==> src/rtl/icache_refill_if.sv <==
// icache_refill_if: cache-side refill request/fill port plus the 16-bit Wishbone imem master port.
interface icache_refill_if #(parameter int IDX_W = 3);
  logic             miss_i;
  logic [31:0]      miss_adr_i;
  logic             abort_i;
  logic             busy_o;
  logic             fill_we_o;
  logic [IDX_W-1:0] fill_idx_o;
  logic [15:0]      fill_dat_o;
  logic             crit_o;
  logic             done_o;
  logic             err_o;
  logic [31:0]      wb_adr_o;
  logic [1:0]       wb_sel_o;
  logic             wb_cyc_o;
  logic             wb_stb_o;
  logic [15:0]      wb_dat_i;
  logic             wb_ack_i;
  logic             wb_err_i;
  modport master (
    input  miss_i, miss_adr_i, abort_i, wb_dat_i, wb_ack_i, wb_err_i,
    output busy_o, fill_we_o, fill_idx_o, fill_dat_o, crit_o, done_o, err_o,
           wb_adr_o, wb_sel_o, wb_cyc_o, wb_stb_o
  );
  modport slave (
    output miss_i, miss_adr_i, abort_i, wb_dat_i, wb_ack_i, wb_err_i,
    input  busy_o, fill_we_o, fill_idx_o, fill_dat_o, crit_o, done_o, err_o,
           wb_adr_o, wb_sel_o, wb_cyc_o, wb_stb_o
  );
endinterface

==> src/rtl/icache_refill.sv <==
// icache_refill: critical-word-first line fill over classic Wishbone single reads, one halfword per beat.
module icache_refill #(
  parameter int LINE_HW = 8,
  parameter int IDX_W   = 3
) (
  input logic              clk_i,
  input logic              rst_i,
  icache_refill_if.master  bus
);
  typedef enum logic {IDLE, BUS} state_t;
  localparam logic [IDX_W:0] LAST = (IDX_W+1)'(LINE_HW-1);
  state_t           r_state, w_next;
  logic [31:0]      r_base;
  logic [IDX_W-1:0] r_start;
  logic [IDX_W:0]   r_k;
  logic             r_abort, r_done, r_err;
  logic             w_bus, w_ack, w_err, w_last, w_start, w_done_nx;
  logic [IDX_W-1:0] w_idx;
  logic             w_unused;
  assign w_unused  = bus.miss_adr_i[0];
  assign w_bus     = r_state == BUS;
  assign w_err     = w_bus & bus.wb_err_i;
  assign w_ack     = w_bus & bus.wb_ack_i & ~bus.wb_err_i;
  assign w_last    = r_k == LAST;
  assign w_start   = (r_state == IDLE) & bus.miss_i & ~bus.abort_i;
  assign w_done_nx = w_ack & w_last & ~r_abort;
  assign w_idx     = r_start + r_k[IDX_W-1:0];
  always_comb begin
    w_next = r_state;
    if (w_start) w_next = BUS;
    if (w_err | (w_ack & (r_abort | w_last))) w_next = IDLE;
  end
  always_ff @(posedge clk_i or negedge rst_i) begin
    if (!rst_i) begin
      r_state <= IDLE;
      r_base  <= '0;
      r_start <= '0;
      r_k     <= '0;
      r_abort <= 1'b0;
      r_done  <= 1'b0;
      r_err   <= 1'b0;
    end else begin
      r_state <= w_next;
      r_done  <= w_done_nx;
      r_err   <= w_err;
      // flag survives until the outstanding beat retires, then clears with the return to IDLE
      r_abort <= (w_next == IDLE) ? 1'b0 : (r_abort | (w_bus & bus.abort_i));
      if (w_start) begin
        r_base  <= {bus.miss_adr_i[31:IDX_W+1], {(IDX_W+1){1'b0}}};
        r_start <= bus.miss_adr_i[IDX_W:1];
        r_k     <= '0;
      end else if (w_ack) begin
        r_k <= r_k + 1'b1;
      end
    end
  end
  assign bus.busy_o     = w_bus;
  assign bus.wb_cyc_o   = w_bus;
  assign bus.wb_stb_o   = w_bus;
  assign bus.wb_sel_o   = 2'b11;
  assign bus.wb_adr_o   = r_base + 32'({w_idx, 1'b0});
  assign bus.fill_we_o  = w_ack & ~r_abort;
  assign bus.fill_idx_o = w_idx;
  assign bus.fill_dat_o = bus.wb_dat_i;
  assign bus.crit_o     = r_k == '0;
  assign bus.done_o     = r_done;
  assign bus.err_o      = r_err;
endmodule

==> src/flat_wrapper.sv <==
// flat-port wrapper written by rule: the top's interface ports become plain ports
module icache_refill_flat 
#(
  parameter int LINE_HW = 8,
  parameter int IDX_W   = 3
)
  (clk_i, rst_i, bus_miss_i, bus_miss_adr_i, bus_abort_i, bus_wb_dat_i, bus_wb_ack_i, bus_wb_err_i, bus_busy_o, bus_fill_we_o, bus_fill_idx_o, bus_fill_dat_o, bus_crit_o, bus_done_o, bus_err_o, bus_wb_adr_o, bus_wb_sel_o, bus_wb_cyc_o, bus_wb_stb_o);
  icache_refill_if #(.IDX_W(IDX_W)) bus_i ();
  input logic clk_i;
  input logic rst_i;
  input wire logic [$bits(bus_i.miss_i)-1:0] bus_miss_i;
  input wire logic [$bits(bus_i.miss_adr_i)-1:0] bus_miss_adr_i;
  input wire logic [$bits(bus_i.abort_i)-1:0] bus_abort_i;
  input wire logic [$bits(bus_i.wb_dat_i)-1:0] bus_wb_dat_i;
  input wire logic [$bits(bus_i.wb_ack_i)-1:0] bus_wb_ack_i;
  input wire logic [$bits(bus_i.wb_err_i)-1:0] bus_wb_err_i;
  output wire logic [$bits(bus_i.busy_o)-1:0] bus_busy_o;
  output wire logic [$bits(bus_i.fill_we_o)-1:0] bus_fill_we_o;
  output wire logic [$bits(bus_i.fill_idx_o)-1:0] bus_fill_idx_o;
  output wire logic [$bits(bus_i.fill_dat_o)-1:0] bus_fill_dat_o;
  output wire logic [$bits(bus_i.crit_o)-1:0] bus_crit_o;
  output wire logic [$bits(bus_i.done_o)-1:0] bus_done_o;
  output wire logic [$bits(bus_i.err_o)-1:0] bus_err_o;
  output wire logic [$bits(bus_i.wb_adr_o)-1:0] bus_wb_adr_o;
  output wire logic [$bits(bus_i.wb_sel_o)-1:0] bus_wb_sel_o;
  output wire logic [$bits(bus_i.wb_cyc_o)-1:0] bus_wb_cyc_o;
  output wire logic [$bits(bus_i.wb_stb_o)-1:0] bus_wb_stb_o;
  assign bus_i.miss_i = bus_miss_i;
  assign bus_i.miss_adr_i = bus_miss_adr_i;
  assign bus_i.abort_i = bus_abort_i;
  assign bus_i.wb_dat_i = bus_wb_dat_i;
  assign bus_i.wb_ack_i = bus_wb_ack_i;
  assign bus_i.wb_err_i = bus_wb_err_i;
  assign bus_busy_o = bus_i.busy_o;
  assign bus_fill_we_o = bus_i.fill_we_o;
  assign bus_fill_idx_o = bus_i.fill_idx_o;
  assign bus_fill_dat_o = bus_i.fill_dat_o;
  assign bus_crit_o = bus_i.crit_o;
  assign bus_done_o = bus_i.done_o;
  assign bus_err_o = bus_i.err_o;
  assign bus_wb_adr_o = bus_i.wb_adr_o;
  assign bus_wb_sel_o = bus_i.wb_sel_o;
  assign bus_wb_cyc_o = bus_i.wb_cyc_o;
  assign bus_wb_stb_o = bus_i.wb_stb_o;
  icache_refill #(.LINE_HW(LINE_HW), .IDX_W(IDX_W)) u_core (.clk_i(clk_i), .rst_i(rst_i), .bus(bus_i));
endmodule
==> config.mk <==
export PLATFORM = sky130hd
export DESIGN_NAME = icache_refill_flat
export DESIGN_NICKNAME = d
export VERILOG_FILES = /design/src/rtl/icache_refill_if.sv /design/src/rtl/icache_refill.sv /design/src/flat_wrapper.sv
export SDC_FILE = /design/constraint.sdc
export NUM_CORES = 1
export LEC_CHECK = 0
export ABC_AREA = 0
export CORE_MARGIN = 4
export CORE_UTILIZATION = 25
export DETAILED_ROUTE_END_ITERATION = 12
export SLEW_MARGIN = 20
export SYNTH_ARGS = -nofsm -noshare
export SYNTH_HDL_FRONTEND = slang
export SYNTH_SLANG_ARGS = --single-unit
==> constraint.sdc <==
create_clock -name clk_i -period 2.7 [get_ports clk_i]
set_clock_uncertainty 0.2 [all_clocks]
set_input_delay 0.27 -clock clk_i [delete_from_list [all_inputs] [get_ports clk_i]]
set_output_delay 0.27 -clock clk_i [all_outputs]
set_load 0.005 [all_outputs]
==> summary.txt <==
Critical path
  – Crit path max fanout: 4
  – Cell type of the slowest stage on the worst timing path: clkdlybuf4s50_1
  – Slowest cell delay on critical path: 0.53 ns
  – Critical Path Most Common Cell: xnor2_1
  – Family with the most delay on the worst path: adder cells
  – Endpoint of the lowest-slack register-to-register path: u_core.r_base[23]
  – Startpoint class of the critical path: flop
  – Worst Setup Path Type: reg -> out
  – Crit Reg-Reg Startpoint: u_core.bus.busy_o
  – Reg2Reg Depth: 3
  – Buf/Inv on CP: 1
  – Kind of end point of the critical path: output pin
  – Cells along the critical path: ha_1 -> fa_1 -> xnor2_1 -> xnor2_1 -> clkdlybuf4s50_1
  – R2r setup slk: 0.96 ns
  – Arrival time worst endpoint: 2.17 ns
  – Required time reported for the critical path endpoint: 2.23 ns

Routing
  – Drt first pass iters: 4
  – DRC violations left: 0
  – Final routed wire length divided by cell count: 13.4 um
  – Antenna Nets Post-Route: 0
  – Routed via count divided by cell count: 4.01
  – Via count: 1160
  – Initial detailed-routing violation count: 31
  – Total routed wirelength: 3870 um

STA
  – Final critical-path share of the clock period: 0.979
  – # setup viols final: 0
  – Shortest period the worst path allows: 2.64 ns
  – Rel. slew slack: 0.392
  – Number of hold-slack violations in the final timing report: 0
  – Fmax: 378 MHz
  – Final Max Slew Viols: 0
  – RSZ-0062 raised after global routing: true
  – Setup total negative slack: 0 ns
  – Slew at the pin with the worst max-slew slack: 0.913 ns

Clocking
  – H-tree lvl count: 2
  – Clock tree from TritonCTS: yes
  – Cts bufs inserted: 5
  – CTS sink count: 39
  – Library cell used as clock root buffer: clkbuf_8
  – Clock-pin transition on the worst setup and hold timing paths: 0.08 ns
  – Number of buffers on the longest clock path: 2
  – Worst skew pair latency: 0.29 ns

Logic synthesis
  – Synth warnings: 0
  – Syn Area/Cell: 13.8 um2
  – Asr flop ratio synth: 1.00
  – Biggest area contributors in the synthesized netlist: dfrtp_1 (53%), mux2_2 (14%), buf_4 (9.8%)
  – EDFF count, synth: 0
  – Post-Syn Instances: 133
  – Cell Area, Synth: 1830 um2
  – Top cells by instance count after synthesis: dfrtp_1 (39), buf_4 (24), mux2_2 (23)
  – Area share of the largest cell type after synthesis: 0.532
  – Seq cells post-synth: 39
  – Post-synth top flop: dfrtp_1
  – Most common cell in the synthesized netlist: dfrtp_1
  – Register area share after synthesis: 0.532
  – Library cells used by synthesis: 26
  – Yosys top cell by area: dfrtp_1

Placed design
  – Placed instance area: 2520 um2
  – RePlAce Congestion: 0.679
  – Cell total after placement: 280
  – Final HPWL from detailed placement: 2710 um
  – Port Buffers: 77

Layout
  – Layout area overhead: 44.5%
  – Final std cells w/o fill: 289
  – Diode count: 0
  – Share of cells above drive strength 1: 0.238
  – Final nets: 250
  – Number of fillers in the final layout: 684
  – Total non-filler cell area in the finished layout: 2650 um2

Floorplan
  – Boundary pin count: 114
  – Initial core utilization: 0.264
  – Die span in x: 93.7 um
  – Site row count: 30
  – Vertical die dimension: 93.7 um
  – Floorplan core area: 6940 um2
  – Area enclosed by the die boundary: 8770 um2

Pwr
  – Peak ir drop on the vdd network: 0.326 mV
  – Final total power: 1.86 mW
  – Power density over the cells: 702 nW/um2
  – Leakage power: 1.11 nW

Run
  – Max-cap violations: 0

Min path
  – Count of cells along the worst hold path: 1
  – Hold WC Path Type: reg -> reg
  – Min-delay src: u_core.r_abort
  – Hold EP: u_core.bus.done_o

Global routing
  – Initial antenna violation count: 0
  – Maximum number of pins on one net before global-route repair: 40
  – Via count of the first global-routing pass: 1196
  – GRT Overall Usage: 0.0891
  – Residual overflow from global routing: 0
  – Wire length of the first global-routing pass: 6070 um

Status
  – Result of the run: finished, final reports clean
-- placed cells by master, fill, tap and decap left out --
cell type,netlist,final
clkdlybuf4s50_1,0,75
dfrtp_1,39,39
mux2_2,23,23
mux2_4,8,8
nor2_1,5,5
clkbuf_8,0,5
inv_1,4,4
xnor2_1,3,3
a21oi_1,3,3
ha_1,3,3
conb_1,2,3
and2_2,1,1
nand3b_1,1,1
nand3b_2,1,1
nor3_1,1,1
nor3b_4,0,1
a21oi_2,1,1
nor3_2,1,1
nor3b_1,1,1
nand3_1,1,1
or3_1,1,1
o21ai_0,1,1
nand4b_1,1,1
xor2_1,1,1
mux2i_1,1,1
fa_1,1,1
clkinv_4,0,1
clkinv_2,0,1
bufinv_16,0,1
dlygate4sd3_1,0,1
buf_2,0,1
dlymetal6s2s_1,0,1
buf_12,0,1
-- metrics by stage --
stage / utilization / hold slack, ns / setup slack [ns]
finish: 0.382 / 0.302 / 0.0574
global route: 0.382 / 0.332 / -0.0682
CTS: 0.381 / 0.314 / 0.00800
detailed placement: 0.364 / 0.263 / 0.338
global placement: 0.364 / 0.262 / 0.348
floorplan: - / -0.226 / 0.777
-- metal layers --
layer,GRT usage,wire (um),vias to the layer above
li1,-,-,536
met1,0.114,1710,557
met2,0.133,1720,59
met3,0.0369,397,8
met4,0.0361,38,0
met5,0,0,-
-- worst max path at each step --
| stage | slack (ns) | start | cells past startpoint | end |
|---|---|---|---|---|
| finish | 0.06 | u_core.r_k[0] | 5 | bus_wb_adr_o[3] |
| detailed placement | 0.34 | u_core.r_k[0] | 5 | bus_fill_idx_o[2] |
| global placement | 0.35 | u_core.r_k[0] | 5 | bus_fill_idx_o[2] |
| CTS | 0.008 | u_core.r_k[0] | 5 | bus_fill_idx_o[2] |
| global route | -0.07 | u_core.r_k[0] | 5 | bus_wb_adr_o[3] |
| floorplan | 0.78 | u_core.r_k[0] | 5 | bus_wb_adr_o[3] |
-- state kept, by name, indices dropped and copies added, names as in the netlist --
register	cells
u_core.r_base	28
u_core.r_k	4
u_core.r_start	3
u_core.bus.busy_o	1
u_core.bus.done_o	1
u_core.bus.err_o	1
u_core.r_abort	1
-- final cells by class --
class	count	area, um2	share of cell area
repair buffers	79	798	0.301
clock inverters	3	43.8	0.0165
multi-input cells	63	628	0.237
inverters	4	15.0	0.00567
flip-flops and latches	39	976	0.368
well taps	96	120	0.0453
clock buffers	5	68.8	0.0260
-- repair_timing --
action / 4_1_cts / 5_1_grt
setup buffers: 0 / 0
setup endpoints to repair: 0 / 2
resized for setup: 0 / 1
hold endpoints to repair: 39 / 0
hold buffers: 1 / 0
-- cells by family after synthesis --
group / share of synthesized area
DFF: 0.532
muxes: 0.212
buffers and inverters: 0.131
and+or+nand+nor: 0.0546
AOI/OAI and AO/OA: 0.0157
adders and majority gates: 0.0314
xor gates and xnor gates: 0.0191
other: 0.00409
-- where the power goes --
group | switching [mW] | internal [mW]
clock | 0.214 | 0.275
combinational | 0.177 | 0.431
sequential | 0.0673 | 0.697
Power figures use the tool's default switching activity.
